[config.mk]
export PLATFORM = sky130hd
export DESIGN_NAME = mp64_dma_arb_flat
export DESIGN_NICKNAME = d
export VERILOG_FILES = /design/src/rtl/mp64_dma_arb_pkg.sv /design/src/rtl/mp64_dma_arb_if.sv /design/src/rtl/mp64_rr_pick.sv /design/src/rtl/mp64_dma_arb.sv /design/src/flat_wrapper.sv
export SDC_FILE = /design/constraint.sdc
export NUM_CORES = 1
export LEC_CHECK = 0
export ABC_AREA = 1
export CAP_MARGIN = 20
export CORE_AREA = 2 2 157 159
export CTS_CLUSTER_DIAMETER = 100
export DETAILED_ROUTE_END_ITERATION = 8
export DIE_AREA = 0 0 159 161
export HOLD_SLACK_MARGIN = 0.12
export PLACE_DENSITY = 0.73
export SKIP_CTS_REPAIR_TIMING = 1
export SYNTH_ARGS = -nofsm -noshare
export SYNTH_HDL_FRONTEND = slang
export SYNTH_SLANG_ARGS = --single-unit
[constraint.sdc]
create_clock -name clk -period 3.2 [get_ports clk]
set_input_delay 0.96 -clock clk [delete_from_list [all_inputs] [get_ports clk]]
set_output_delay 0.96 -clock clk [all_outputs]
set_load 0.01 [all_outputs]
[src/rtl/mp64_dma_arb_pkg.sv]
// Shared types and defaults for the mp64 DMA arbiter and its picker.
package mp64_dma_arb_pkg;

  localparam int unsigned ADDR_W            = 64;
  localparam int unsigned DATA_W            = 8;
  localparam int unsigned CNT_W             = 8;
  localparam int unsigned ARB_MAX_BURST_DEF = 16;
  localparam int unsigned ARB_TIMEOUT_DEF   = 255;

  typedef enum logic [1:0] {
    ARB_IDLE  = 2'd0,
    ARB_ISSUE = 2'd1,
    ARB_DONE  = 2'd2
  } arb_state_e;

  // One memory-bus command as latched from the winning requester.
  typedef struct packed {
    logic [ADDR_W-1:0] addr;
    logic [DATA_W-1:0] wdata;
    logic              wen;
  } mem_cmd_t;

endpackage

[src/rtl/mp64_dma_arb_if.sv]
// Requester-side and memory-side signals of the DMA arbiter.
interface mp64_dma_arb_if
  import mp64_dma_arb_pkg::*;
#(
  parameter int unsigned N_REQ = 4
);

  logic [N_REQ-1:0]        req;
  logic [ADDR_W*N_REQ-1:0] addr;
  logic [DATA_W*N_REQ-1:0] wdata;
  logic [N_REQ-1:0]        wen;
  logic [DATA_W-1:0]       rdata;
  logic [N_REQ-1:0]        ack;
  logic [N_REQ-1:0]        err;
  logic                    mem_req;
  logic [ADDR_W-1:0]       mem_addr;
  logic [DATA_W-1:0]       mem_wdata;
  logic                    mem_wen;
  logic [DATA_W-1:0]       mem_rdata;
  logic                    mem_ack;
  logic                    busy;

  // Arbiter side.
  modport slave (
    input  req, addr, wdata, wen, mem_rdata, mem_ack,
    output rdata, ack, err, mem_req, mem_addr, mem_wdata, mem_wen, busy
  );

  // Requester / memory-model side.
  modport master (
    output req, addr, wdata, wen, mem_rdata, mem_ack,
    input  rdata, ack, err, mem_req, mem_addr, mem_wdata, mem_wen, busy
  );

endinterface

[src/rtl/mp64_rr_pick.sv]
// Combinational round-robin picker: first set request after last_i, wrapping.
module mp64_rr_pick
  import mp64_dma_arb_pkg::*;
#(
  parameter int unsigned N_REQ = 4,
  localparam int unsigned IDX_W = (N_REQ > 1) ? $clog2(N_REQ) : 1
) (
  input  logic [N_REQ-1:0] req_i,
  input  logic [IDX_W-1:0] last_i,
  output logic             valid_c_o,
  output logic [IDX_W-1:0] idx_c_o
);

  logic [IDX_W-1:0] cand;

  // Scan farthest offset first so the nearest requester after last_i wins.
  always_comb begin
    valid_c_o = 1'b0;
    idx_c_o   = '0;
    cand      = '0;
    for (int k = int'(N_REQ); k >= 1; k--) begin
      cand = IDX_W'((int'(last_i) + k) % int'(N_REQ));
      if (req_i[cand]) begin
        valid_c_o = 1'b1;
        idx_c_o   = cand;
      end
    end
  end

endmodule

[src/rtl/mp64_dma_arb.sv]
// Round-robin DMA arbiter with burst limit and watchdog onto one byte-wide memory port.
module mp64_dma_arb
  import mp64_dma_arb_pkg::*;
#(
  parameter int unsigned N_REQ     = 4,
  parameter int unsigned MAX_BURST = ARB_MAX_BURST_DEF,
  parameter int unsigned TIMEOUT   = ARB_TIMEOUT_DEF
) (
  input logic           clk,
  input logic           rst_n,
  mp64_dma_arb_if.slave bus
);

  localparam int unsigned IDX_W = (N_REQ > 1) ? $clog2(N_REQ) : 1;

  arb_state_e        state_q, state_d;
  logic [IDX_W-1:0]  last_q, last_d, g_q, g_d;
  logic [CNT_W-1:0]  burst_q, burst_d, wdog_q, wdog_d;
  mem_cmd_t          cmd_q, cmd_d;
  logic              mem_req_q, mem_req_d;
  logic [N_REQ-1:0]  ack_q, ack_d, err_q, err_d;
  logic [DATA_W-1:0] rdata_q, rdata_d;

  mem_cmd_t          req_cmd [N_REQ];
  logic              pick_valid, stay, grant;
  logic [IDX_W-1:0]  pick_idx, win;

  // Split the flat requester buses into per-requester commands.
  always_comb begin
    for (int i = 0; i < int'(N_REQ); i++) begin
      req_cmd[i].addr  = bus.addr[ADDR_W*i +: ADDR_W];
      req_cmd[i].wdata = bus.wdata[DATA_W*i +: DATA_W];
      req_cmd[i].wen   = bus.wen[i];
    end
  end

  mp64_rr_pick #(.N_REQ(N_REQ)) u_pick (
    .req_i     (bus.req),
    .last_i    (last_q),
    .valid_c_o (pick_valid),
    .idx_c_o   (pick_idx)
  );

  // burst_q == 0 means no current owner, so the first grant after reset goes round-robin.
  assign stay  = (burst_q != '0) && (burst_q < CNT_W'(MAX_BURST)) && bus.req[last_q];
  assign grant = stay || pick_valid;
  assign win   = stay ? last_q : pick_idx;

  // Next-state and registered-output logic.
  always_comb begin
    state_d   = state_q;
    last_d    = last_q;
    g_d       = g_q;
    burst_d   = burst_q;
    wdog_d    = wdog_q;
    cmd_d     = cmd_q;
    mem_req_d = mem_req_q;
    rdata_d   = rdata_q;
    ack_d     = '0;
    err_d     = '0;
    case (state_q)
      ARB_IDLE: begin
        if (grant) begin
          g_d       = win;
          burst_d   = stay ? burst_q + CNT_W'(1) : CNT_W'(1);
          cmd_d     = req_cmd[win];
          wdog_d    = '0;
          mem_req_d = 1'b1;
          state_d   = ARB_ISSUE;
        end
      end
      ARB_ISSUE: begin
        if (bus.mem_ack) begin
          rdata_d    = cmd_q.wen ? '0 : bus.mem_rdata;
          ack_d[g_q] = 1'b1;
          mem_req_d  = 1'b0;
          state_d    = ARB_DONE;
        end else if (wdog_q == CNT_W'(TIMEOUT)) begin
          rdata_d    = '0;
          ack_d[g_q] = 1'b1;
          err_d[g_q] = 1'b1;
          mem_req_d  = 1'b0;
          state_d    = ARB_DONE;
        end else begin
          wdog_d = wdog_q + CNT_W'(1);
        end
      end
      ARB_DONE: begin
        last_d  = g_q;
        state_d = ARB_IDLE;
      end
      default: state_d = ARB_IDLE;
    endcase
  end

  // State and output registers.
  always_ff @(posedge clk or negedge rst_n) begin
    if (!rst_n) begin
      state_q   <= ARB_IDLE;
      last_q    <= IDX_W'(N_REQ - 1);
      g_q       <= '0;
      burst_q   <= '0;
      wdog_q    <= '0;
      cmd_q     <= '0;
      mem_req_q <= 1'b0;
      rdata_q   <= '0;
      ack_q     <= '0;
      err_q     <= '0;
    end else begin
      state_q   <= state_d;
      last_q    <= last_d;
      g_q       <= g_d;
      burst_q   <= burst_d;
      wdog_q    <= wdog_d;
      cmd_q     <= cmd_d;
      mem_req_q <= mem_req_d;
      rdata_q   <= rdata_d;
      ack_q     <= ack_d;
      err_q     <= err_d;
    end
  end

  assign bus.mem_req   = mem_req_q;
  assign bus.mem_addr  = cmd_q.addr;
  assign bus.mem_wdata = cmd_q.wdata;
  assign bus.mem_wen   = cmd_q.wen;
  assign bus.rdata     = rdata_q;
  assign bus.ack       = ack_q;
  assign bus.err       = err_q;
  assign bus.busy      = (state_q != ARB_IDLE);

endmodule

[src/flat_wrapper.sv]
// flat-port wrapper written by rule: the top's interface ports become plain ports
module mp64_dma_arb_flat import mp64_dma_arb_pkg::*;
#(
  parameter int unsigned N_REQ     = 4,
  parameter int unsigned MAX_BURST = ARB_MAX_BURST_DEF,
  parameter int unsigned TIMEOUT   = ARB_TIMEOUT_DEF
)
  (clk, rst_n, bus_req, bus_addr, bus_wdata, bus_wen, bus_mem_rdata, bus_mem_ack, bus_rdata, bus_ack, bus_err, bus_mem_req, bus_mem_addr, bus_mem_wdata, bus_mem_wen, bus_busy);
  mp64_dma_arb_if #(.N_REQ(N_REQ)) bus_i ();
  input logic clk;
  input logic rst_n;
  input wire logic [$bits(bus_i.req)-1:0] bus_req;
  input wire logic [$bits(bus_i.addr)-1:0] bus_addr;
  input wire logic [$bits(bus_i.wdata)-1:0] bus_wdata;
  input wire logic [$bits(bus_i.wen)-1:0] bus_wen;
  input wire logic [$bits(bus_i.mem_rdata)-1:0] bus_mem_rdata;
  input wire logic [$bits(bus_i.mem_ack)-1:0] bus_mem_ack;
  output wire logic [$bits(bus_i.rdata)-1:0] bus_rdata;
  output wire logic [$bits(bus_i.ack)-1:0] bus_ack;
  output wire logic [$bits(bus_i.err)-1:0] bus_err;
  output wire logic [$bits(bus_i.mem_req)-1:0] bus_mem_req;
  output wire logic [$bits(bus_i.mem_addr)-1:0] bus_mem_addr;
  output wire logic [$bits(bus_i.mem_wdata)-1:0] bus_mem_wdata;
  output wire logic [$bits(bus_i.mem_wen)-1:0] bus_mem_wen;
  output wire logic [$bits(bus_i.busy)-1:0] bus_busy;
  assign bus_i.req = bus_req;
  assign bus_i.addr = bus_addr;
  assign bus_i.wdata = bus_wdata;
  assign bus_i.wen = bus_wen;
  assign bus_i.mem_rdata = bus_mem_rdata;
  assign bus_i.mem_ack = bus_mem_ack;
  assign bus_rdata = bus_i.rdata;
  assign bus_ack = bus_i.ack;
  assign bus_err = bus_i.err;
  assign bus_mem_req = bus_i.mem_req;
  assign bus_mem_addr = bus_i.mem_addr;
  assign bus_mem_wdata = bus_i.mem_wdata;
  assign bus_mem_wen = bus_i.mem_wen;
  assign bus_busy = bus_i.busy;
  mp64_dma_arb #(.N_REQ(N_REQ), .MAX_BURST(MAX_BURST), .TIMEOUT(TIMEOUT)) u_core (.clk(clk), .rst_n(rst_n), .bus(bus_i));
endmodule
==> results of run 1 <==
## placed cells by master (no fill, tap or decap), types with 12 or more instances in the layout
cell type	synthesis	routed
dfrtp_1	110	110
o21ai_0	16	16
nand3_1	262	262
nand2_1	357	357
buf_12	0	14
or2_1	23	23
nor2_1	132	131
inv_1	85	85
buf_4	15	12
clkdlybuf4s50_1	0	396
## sequential cells by signal, indices dropped and copies added (netlist names)
| register | count |
|---|---|
| u_core.bus.mem_addr | 64 |
| u_core.wdog_q | 8 |
| u_core.g_q | 2 |
| u_core.bus.rdata | 8 |
| u_core.bus.err | 4 |
| u_core.bus.mem_wen | 1 |
| u_core.burst_q | 8 |
| u_core.bus.ack | 4 |
| u_core.state_q | 2 |
| u_core.bus.mem_req | 1 |
| u_core.bus.mem_wdata | 8 |
| u_core.last_q | 2 |
## routing by layer
metal / track usage [%] / part of all wire [%] / vias up
li1: - / - / 4259
met3: 5.26 / 8.3 / 50
met2: 38.0 / 49 / 393
met1: 25.7 / 40 / 3902
met4: 7.85 / 2.9 / 0
met5: 0 / 0 / -
## how the worst min path moves through the flow
stage / endpoint / slack [ns] / cells past startpoint
detailed placement: u_core.bus.mem_req$_DFFE_PN0P_ / 0.46 / 2
global route: u_core.bus.mem_addr[39]$_DFFE_PN0P_ / 0.51 / 2
finish: u_core.bus.mem_req$_DFFE_PN0P_ / 0.48 / 2
floorplan: u_core.burst_q[6]$_DFFE_PN0P_ / 0.46 / 2
global placement: u_core.bus.mem_addr[33]$_DFFE_PN0P_ / 0.46 / 2
CTS: u_core.bus.mem_req$_DFFE_PN0P_ / 0.48 / 2
## kinds of logic (layout without fill, tap and decap cells)
logic type / Yosys count / count (layout) / share of synthesized area, %
buffers and inverters: 163 / 530 / 10.5
adder cells (fa/ha/maj): 3 / 3 / 0.514
XOR/XNOR: 2 / 2 / 0.240
AND/OR/NAND/NOR: 809 / 809 / 48.2
flip-flops: 112 / 112 / 38.4
AO/OA/AOI/OAI: 30 / 30 / 2.13
## area by class of cell
| type | count | area share (%) |
|---|---|---|
| clock buffer | 9 | 1.88 |
| clock inverter | 7 | 0.722 |
| inverter | 92 | 2.91 |
| multi-input combinational | 844 | 31.4 |
| sequential | 112 | 23.5 |
| tap | 324 | 3.39 |
| timing repair buffer | 422 | 36.2 |
## worst max-delay path, cell delays in order
cell	delay [ns]
clkdlybuf4s50_1	0.48
inv_1	0.05
nand2_1	0.06
and2_1	0.15
nand2_1	0.06
nand2_1	0.10
nor2_2	0.05
nor2_1	0.18
nand2_4	0.11
nand2_4	0.13
buf_12	0.20
buf_12	0.19
nand2_1	0.08
nand3_1	0.09
nand3_1	0.08
nand2_1	0.07
## per-stage QoR
step           utilization [%]  instances  power (W)  hold slack, ns  cell area [sq um]
2_1_floorplan                -       1119    0.00838           0.460               7300
4_1_cts                   49.9       1810     0.0131           0.479              12000
3_3_place_gp              48.6       1794     0.0117           0.462              11600
5_1_grt                   49.9       1810     0.0142           0.507              12000
6_report                  49.9       1810     0.0130           0.479              12000
3_5_place_dp              48.6       1794     0.0119           0.458              11600
## report_power, final
part           internal (W)  switching [W]  leakage (nW)
combinational       0.00382        0.00556          4.05
clock              0.000564       0.000621         0.151
sequential          0.00209       0.000343          1.37
total               0.00646        0.00652          5.57
==> Implementation_results.wiki, run 1 <==
{| class="wikitable"
! Metric !! Value
|-
| Result of the run || finished clean
|-
| Power Density || roughly 1100 mW/mm^2
|-
| Combined flip-flop and latch cell area || 0.00281 sq mm
|-
| Clk Latency, worst-skew pair || 0.35 ns
|-
| Crit path to || u_core.bus.mem_addr[28]$_DFFE_PN0P_
|-
| Worst setup EP type || register
|-
| Most used DFF post-synth || dfrtp_1
|-
| Vias in the first global route || about 8300
|-
| DRT antenna net count || 0
|-
| Synthesized net count || between 1000 and 1500
|-
| Post-route minimum period || between 2 and 3 ns
|-
| Final setup TNS || 0 ns
|-
| Number of pins exceeding their max-slew limit in the final report || 0
|-
| Antenna diode instance count || 0
|-
| Number of standard cells after synthesis || 1119
|-
| Data required time of the critical path || roughly 3.5 ns
|-
| Type of origin of the critical path || input pin
|-
| Final hold violations || 0
|-
| Flop and latch count out of synthesis || ~110
|-
| Unrepaired setup endpoints after global routing || false
|-
| DP Wirelength || about 21000 um
|-
| Worst-case headroom to the max-slew limit || 57.0%
|-
| Average detailed-routed wire length per instance || 15.6 um
|-
| Worst Hold Class || reg -> reg
|-
| Ys async rst share || 100%
|-
| Global Route Usage Sum || between 20 and 25%
|-
| Clock Sink Count || between 100 and 150
|-
| Reg2Reg Capture Point || u_core.bus.mem_addr[28]$_DFFE_PN0P_
|-
| Launch point of the worst hold path || u_core.bus.mem_req$_DFFE_PN0P_
|-
| Post-route DRC || 0
|-
| Top-Level Pins || roughly 400
|-
| Slew at the pin with the worst max-slew slack || about 0.64 ns
|-
| Effective utilization at floorplan || 30.5%
|-
| Netlist area before placement || around 0.0073 sq mm
|-
| Critical Setup Path Class || in -> reg
|-
| Clock tree root buffer cell || clkbuf_16
|-
| Iteration-0 DRC count of the detailed router || 840
|-
| Worst setup skew after layout || around 0.012 ns
|-
| Combined area of the multi-input logic cells || approximately 0.0038 sq mm
|-
| Clock transition at the registers of the reported paths || about 0.090 ns
|-
| Leakage Power || about 5.6 nW
|-
| Vertical extent of the die || approximately 160 um
|-
| Core footprint || approximately 0.024 sq mm
|-
| Final setup violation count || 0
|-
| Total of max-cap violations || 0
|-
| Antenna violations before repair || 0
|-
| Synth Area per Inst || around 6.5 sq um
|-
| Share of cells above drive strength 1 || approximately 4.6%
|-
| Leading post-synthesis cells by cell area || dfrtp_1, nand2_1, nand3_1, nor2_1, inv_1
|-
| Worst ir drop on vdd || between 0.0006 and 0.0007 V
|-
| Detailed-router iteration count before antenna repair || 5
|-
| Signal arrival time at the worst endpoint || just over 3 ns
|-
| Nets || 1791
|-
| Maximum net fanout on the critical path || 34
|-
| Wirelength, routed || approximately 28000 um
|-
| Sum of overflow across all layers after global routing || 0
|-
| Worst slack at placement || just under 0.07 ns
|-
| Yosys synthesis warning count || 0
|-
| Maximum buffer depth of the clock tree || 2
|-
| Reg-to-Reg Start || u_core.last_q[0]$_DFFE_PN1N_
|-
| Reg2reg setup slack || around 0.81 ns
|-
| Maximum number of pins on one net before global-route repair || around 110
|-
| Leading area contributor after synthesis || dfrtp_1
|-
| Via-per-instance ratio || ~4.8
|-
| H-tree levels || 3
|-
| Library cell with the highest instance count after synthesis || nand2_1
|-
| Sequential share of the synthesized area || 38.4%
|-
| Clock tree from TritonCTS || yes
|-
| Netlist cell types || 33
|-
| Part of the cycle the worst path needs || between 80% and 90%
|-
| Crit path from || bus_req[1]
|-
| Die extent in x || around 160 um
|-
| Via total after detailed routing || 8604
|-
| Cells on worst reg2reg path || 15
|-
| First-pass GRT wire length || 44300 um
|-
| Number of rows created at floorplan || between 50 and 60
|-
| Area Overhead vs Synth || 63.9%
|-
| Number of enable-type register cells in the synthesized netlist || 0
|-
| Setup slack of the critical path after layout || approximately 0.41 ns
|-
| Number of clock buffers inserted by TritonCTS || 9
|-
| Quantity of I/O buffers inserted on ports || 397
|-
| Placer Congestion || ~0.94
|-
| Timing-limited maximum frequency || between 0.3 and 0.4 GHz
|-
| DIE AREA || about 0.026 sq mm
|-
| Number of fill cells in the layout || roughly 2300
|-
| Post-synth top cells || nand2_1, nand3_1, nor2_1, dfrtp_1, inv_1
|-
| Fraction of synthesized cell area taken by the top area cell type || about 38%
|}
Power figures use the tool's default switching activity.
==> inputs of run 2 (changes only) <==
Settings changed: SETUP_SLACK_MARGIN set to 0.15.
==> results of run 2 <==
Final layout, timing and power as in run 1 (identical DEF).
